$ cat src/rtl/pdp8_fetch_decode.sv
// PDP-8 instruction fetch/decode unit.
// Fetches the word at PC_value, waits RD_LAT cycles for memory, decodes it
// into memory-reference / operate / IOT fields and pulses decode_valid.
// Optional build macro: IFD_IOT_FLAG_EN adds the iot_flag output (opcode 6).
module pdp8_fetch_decode #(
    parameter int ADDR_WIDTH = 12,
    parameter int DATA_WIDTH = 12,
    parameter int RD_LAT     = 1
) (
    input  logic                  clk,
    input  logic                  reset_n,
    input  logic                  stall,
    input  logic [ADDR_WIDTH-1:0] PC_value,
    output logic                  ifu_rd_req,
    output logic [ADDR_WIDTH-1:0] ifu_rd_addr,
    input  logic [DATA_WIDTH-1:0] ifu_rd_data,
    output logic                  decode_valid,
    output logic [ADDR_WIDTH-1:0] base_addr,
    output logic                  mem_indirect,
    output logic [5:0]            mem_op,
    output logic                  op7_valid,
    output logic [8:0]            op7_bits
`ifdef IFD_IOT_FLAG_EN
    ,
    output logic                  iot_flag
`endif
);

    typedef enum logic [2:0] {
        S_IDLE,
        S_FETCH,
        S_WAIT,
        S_DECODE,
        S_EXEC
    } state_t;

    state_t state;
    state_t next_state;

    logic [2:0] lat_cnt;
    logic       wait_done;
    logic       fetch_start;

    logic [2:0]            op;
    logic [5:0]            dec_mem_op;
    logic                  dec_indirect;
    logic [ADDR_WIDTH-1:0] dec_base;
    logic                  dec_op7_valid;
    logic [8:0]            dec_op7_bits;
    logic                  dec_iot;

    assign wait_done   = (lat_cnt == 3'(RD_LAT - 1));
    assign fetch_start = (next_state == S_FETCH);
    assign op          = ifu_rd_data[11:9];

    // State register
    always_ff @(posedge clk or negedge reset_n) begin
        if (!reset_n) begin
            state <= S_IDLE;
        end else begin
            state <= next_state;
        end
    end

    // Next-state logic; stall only matters in EXEC
    always_comb begin
        next_state = state;
        case (state)
            S_IDLE:   next_state = S_FETCH;
            S_FETCH:  next_state = S_WAIT;
            S_WAIT:   next_state = wait_done ? S_DECODE : S_WAIT;
            S_DECODE: next_state = S_EXEC;
            S_EXEC:   next_state = stall ? S_EXEC : S_FETCH;
            default:  next_state = S_IDLE;
        endcase
    end

    // State-decoded strobes
    always_comb begin
        ifu_rd_req   = (state == S_FETCH);
        decode_valid = (state == S_DECODE);
    end

    // Read-latency counter, counts WAIT cycles
    always_ff @(posedge clk or negedge reset_n) begin
        if (!reset_n) begin
            lat_cnt <= '0;
        end else if (state == S_WAIT) begin
            lat_cnt <= lat_cnt + 3'd1;
        end else begin
            lat_cnt <= '0;
        end
    end

    // Read address is captured on entry to FETCH so it is valid alongside the strobe
    always_ff @(posedge clk or negedge reset_n) begin
        if (!reset_n) begin
            ifu_rd_addr <= '0;
        end else if (fetch_start) begin
            ifu_rd_addr <= PC_value;
        end
    end

    // Combinational decode of the returning memory word
    always_comb begin
        dec_mem_op    = '0;
        dec_indirect  = 1'b0;
        dec_base      = '0;
        dec_op7_valid = 1'b0;
        dec_op7_bits  = '0;
        dec_iot       = 1'b0;
        case (op)
            3'd6: begin
`ifdef IFD_IOT_FLAG_EN
                dec_iot = 1'b1;
`endif
            end
            3'd7: begin
                dec_op7_valid = 1'b1;
                dec_op7_bits  = ifu_rd_data[8:0];
            end
            default: begin
                dec_mem_op   = 6'd1 << op;
                dec_indirect = ifu_rd_data[8];
                // Current page: high PC bits concatenated, no carry into them
                dec_base     = ifu_rd_data[7]
                             ? {ifu_rd_addr[ADDR_WIDTH-1:7], ifu_rd_data[6:0]}
                             : {{(ADDR_WIDTH-7){1'b0}}, ifu_rd_data[6:0]};
            end
        endcase
    end

    // Decode outputs register on the edge that ends the last WAIT cycle
    always_ff @(posedge clk or negedge reset_n) begin
        if (!reset_n) begin
            mem_op       <= '0;
            mem_indirect <= 1'b0;
            base_addr    <= '0;
            op7_valid    <= 1'b0;
            op7_bits     <= '0;
`ifdef IFD_IOT_FLAG_EN
            iot_flag     <= 1'b0;
`endif
        end else if (state == S_WAIT && wait_done) begin
            mem_op       <= dec_mem_op;
            mem_indirect <= dec_indirect;
            base_addr    <= dec_base;
            op7_valid    <= dec_op7_valid;
            op7_bits     <= dec_op7_bits;
`ifdef IFD_IOT_FLAG_EN
            iot_flag     <= dec_iot;
`endif
        end
    end

`ifndef IFD_IOT_FLAG_EN
    logic unused_iot;
    assign unused_iot = dec_iot;
`endif

endmodule

$ cat config.mk
export PLATFORM = sky130hd
export DESIGN_NAME = pdp8_fetch_decode
export DESIGN_NICKNAME = d
export VERILOG_FILES = /design/src/rtl/pdp8_fetch_decode.sv
export SDC_FILE = /design/constraint.sdc
export NUM_CORES = 1
export LEC_CHECK = 0
export ABC_AREA = 1
export CAP_MARGIN = 40
export CELL_PAD_IN_SITES_DETAIL_PLACEMENT = 1
export CELL_PAD_IN_SITES_GLOBAL_PLACEMENT = 1
export CORE_ASPECT_RATIO = 1.4
export CORE_MARGIN = 1
export CORE_UTILIZATION = 35
export DETAILED_ROUTE_END_ITERATION = 8
export MAX_ROUTING_LAYER = met4
export PLACE_DENSITY = 0.91
export SYNTH_ARGS = -nofsm -noshare
export SYNTH_HDL_FRONTEND = slang
export SYNTH_SLANG_ARGS = --single-unit
$ cat constraint.sdc
create_clock -name clk -period 2.8 [get_ports clk]
set_input_delay 0.42 -clock clk [delete_from_list [all_inputs] [get_ports clk]]
set_output_delay 0.42 -clock clk [all_outputs]
set_load 0.1 [all_outputs]
# --- After elaboration in Yosys (flattened, before gate mapping) ---
# Index checks and enable logic that the tools add are counted.
op_classes:
  n_eq_ne: 7
  muxes: 10
  n_reduce_logical: 4
  add_sub_neg: 1
  shifts: 1
ops:
  columns: ["operator", "count"]
  rows:
  - ["2-to-1 mux 12 bit", 2]
  - ["one-hot mux 3 bit (5 select lines)", 1]
  - ["== test 3 bit, second input constant", 3]
  - ["2-to-1 mux 9 bit", 1]
  - ["== test 3 x 1 -> 1 bit, second input constant", 2]
  - ["== test 3 x 2 -> 1 bit, second input constant", 2]
  - ["zero test 3 bit", 2]
  - ["2-to-1 mux 3 bit", 2]
  - ["2-to-1 mux 6 bit", 1]
  - ["left shift 1 x 3 -> 6 bit, first input constant", 1]
  - ["adder 3 x 1 -> 3 bit, second input constant", 1]
  - ["2-to-1 mux 1 bit", 3]
  - ["OR reduction 2 bit", 1]
  - ["logical AND 1 bit", 1]
totals:
  word_cells: 31
  out_inout_bits: 43
  regBits: 47

# --- Depth between registers and ports, before layout ---
logic_depth:
  depth_word: 4
  depth_mapped: 8
  depth_no_buf: 7

# --- Worst setup path after synthesis ---
# No wires, ideal clock.
synth_path:
  path_type: "flip-flop to output port"
  from: "register state[2]"
  to: "output port ifu_rd_req"
  path_stages_with_launch: 3
  t_arrival_ns: 2.574
  slack_ns: -0.194
  path_cell_list: "dfrtp_1 -> clkbuf_2 -> nor3_1"
synth_via:
  elab_chain_cells: 1
synth_rtl:
  columns: ["element", "line", "rtl"]
  rows:
  - ["start: declaration", "37", "state_t state;"]
  - ["start signal: assignment", "61", "state <= next_state;"]
  - ["== test 3 x 1 -> 1 bit", "80", "ifu_rd_req = (state == S_FETCH);"]
  - ["end: declaration", "14", "output logic ifu_rd_req,"]
# Every way passes these cells.

# --- Worst setup path in the final report ---
layout_path:
  from: "register lat_cnt[0]"
  to: "register base_addr[5]"
layout_via:
  elab_chain_cells: 2
layout_rtl:
  columns: ["element", "line", "rtl"]
  rows:
  - ["start: declaration", "40", "logic [2:0] lat_cnt;"]
  - ["start signal: assignment", "89", "lat_cnt <= lat_cnt + 3'd1;"]
  - ["zero test 3 bit", "52", "assign wait_done = (lat_cnt == 3'(RD_LAT - 1));"]
  - ["logical AND 1 bit", "144", "end else if (state == S_WAIT && wait_done) begin"]
  - ["end signal: assignment", "147", "base_addr <= dec_base;"]
  - ["end: declaration", "18", "output logic [ADDR_WIDTH-1:0] base_addr,"]
# Every way passes these cells.
# A chain may end at the register's enable or synchronous reset.

==> results_dict.tcl <==
set metrics [dict create \
    drtAntennaViolNets 0 \
    yosysSeqAreaShare_pct 56.7 \
    core_um2 5610 \
    required_ns 2.99 \
    hold_buffers 0 \
    vias 1831 \
    postCtsSetupRepairBufs 0 \
    antenna_cells 0 \
    drc 0 \
    worstSetupStartpointType "flip-flop" \
    place_hpwl_um 4080 \
    worstSetupEndpointType "flip-flop" \
    fin_crit_sh_pct 64.9 \
    reg2reg_slack_ns 0.98 \
    drive_gt1_share_pct 18.2 \
    grt_usage_pct 20.2 \
    drt-total-wl_um 5360 \
    synth_cell_types 19 \
    worstRegToRegCells 8 \
    cts_tree "yes" \
    finalMaxSlewViolations 0 \
    vias_per_cell 4.67 \
    numPortBuffers 69 \
    initial_core_util_pct 37.0 \
    gp_congestion 0.728 \
    worst_slew_pin_slew_ns 0.551 \
    grt_overflow 0 \
    grt_setup_unrepaired "false" \
    fillerInstances 690 \
    grt_pass1_vias 2011 \
    yosysWarnings 0 \
    syn_to_final_growth_pct 33.4 \
    outcome "completed" \
    clkSinkCount 47 \
    clk_path_buf_depth 2 \
    skew_ns 0.00649 \
    synth_area_per_cell_um2 8.07 \
    wl_per_cell_um 13.7 \
    grt_max_degree 30 \
    cts-resized-gates 0 \
    synth-seq-cells 47 \
    final_util_pct 49.4 \
    crit_arrival_ns 2.01 \
    hold_path_class "in -> async" \
    antenna_found_initial 0 \
    crit_fanout 17 \
    clkLatencyLatePin_ns 0.30 \
    hold_viol_final 0 \
    dieArea_um2 6240 \
    slew_headroom_pct 63.1 \
    grt_pass1_wl_um 9230 \
    worstReg2RegEnd "base_addr[5]" \
    fmax_mhz 550 \
    cts_made_buffers 5 \
    fin_setup_tns_ns 0 \
    period_needed_ns 1.82 \
    row_count 32 \
    cap_violations 0 \
    first_pass_iters 4 \
    nets 354 \
    cts_max_level 2 \
    die-height_um 93.1 \
    synth_cells 257 \
    die_width_um 67.0 \
    ctsRootBufferMaster "clkbuf_8" \
    syn_nets 286 \
    netlist_area_um2 2070 \
    worstReg2RegStart "lat_cnt[0]" \
    finalSetupViolCount 0 \
    pin_count 70 \
    cts.clk_slew.worst_paths_ns 0.08 \
    drt_iter0_markers 67 \
    path_class "reg -> reg" \
]
[layer usage]
layer,vias up,part of all wire (%),global-route usage (%)
li1,904,-,-
met1,867,39,21.1
met2,52,53,35.4
met3,8,5.8,5.37
met4,0,1.9,7.45
met5,-,0,-
[flip-flops by register name, indices dropped and copies added (netlist names)]
| name | flops |
|---|---|
| base_addr | 12 |
| ifu_rd_addr | 12 |
| op7_bits | 9 |
| mem_op | 6 |
| lat_cnt | 3 |
| state | 3 |
| mem_indirect | 1 |
| op7_valid | 1 |
[through the flow]
| stage | hold slack, ns | setup WS (ns) | cells | area, um^2 |
|---|---|---|---|---|
| after floorplan | 0.124 | 0.572 | 257 | 2080 |
| after global placement | 0.382 | 0.760 | 386 | 2690 |
| after detailed placement | 0.386 | 0.693 | 386 | 2690 |
| after CTS | 0.0635 | 0.944 | 392 | 2770 |
| after global routing | 0.0848 | 0.748 | 392 | 2770 |
| final | 0.0515 | 0.982 | 392 | 2770 |
[worst max-delay path: stages, from the launching register on]
cell	delay, ns
dfrtp_1	0.41
inv_1	0.07
ha_1	0.17
inv_1	0.04
nor2_1	0.08
nand3_1	0.41
buf_4	0.38
nand2_1	0.08
nand2_1	0.06
[worst max path at each step]
stage | start | endpoint | slack (ns)
after floorplan | state[1] | decode_valid | 0.57
after global placement | ifu_rd_data[10] | op7_bits[2] | 0.76
after detailed placement | ifu_rd_data[10] | op7_bits[7] | 0.69
after CTS | lat_cnt[0] | base_addr[5] | 0.94
after global routing | lat_cnt[0] | op7_bits[0] | 0.75
final | lat_cnt[0] | base_addr[5] | 0.98
[placed cells by master, fill, tap and decap left out, types with 2 or more instances in the layout]
cell type,instances
nand2_1,109
ha_1,2
nor2_1,28
clkdlybuf4s50_1,25
buf_4,46
inv_1,24
dfrtp_1,47
a21oi_1,13
nand3_1,10
clkbuf_8,5
nand2_2,2
nor3_1,4
[layout make-up]
cell class / count / area (um^2) / area share, %
sequential: 47 / 1180 / 42.5
multi-input combinational: 174 / 738 / 26.7
timing repair buffer: 72 / 601 / 21.7
inverter: 25 / 93.8 / 3.39
tap: 68 / 85.1 / 3.08
clock buffer: 6 / 72.6 / 2.62
[cells by family (layout without fill, tap and decap cells)]
| group | after synthesis | after routing | synth area share, % |
|---|---|---|---|
| flops | 47 | 47 | 56.7 |
| compound gates | 14 | 14 | 3.38 |
| buf+inv | 36 | 103 | 7.91 |
| simple gates | 157 | 157 | 30.4 |
| xor+xnor | 1 | 1 | 0.423 |
| fa+ha+maj | 2 | 2 | 1.21 |
[cells in the mapped netlist (all sizes together)]
library cell	number	area share (%)
nand2	111	20
o21ai	1	0.24
nand3	11	2.9
clkbuf	4	0.78
ha	2	1.2
buf	7	2.6
nor3	5	1.2
xnor2	1	0.42
a21oi	13	3.1
nor2	30	5.9
dfrtp	47	57
inv	25	4.5
Power is not shown: default switching activity piles up to over one toggle a cycle in this logic, so the estimate is an artifact.
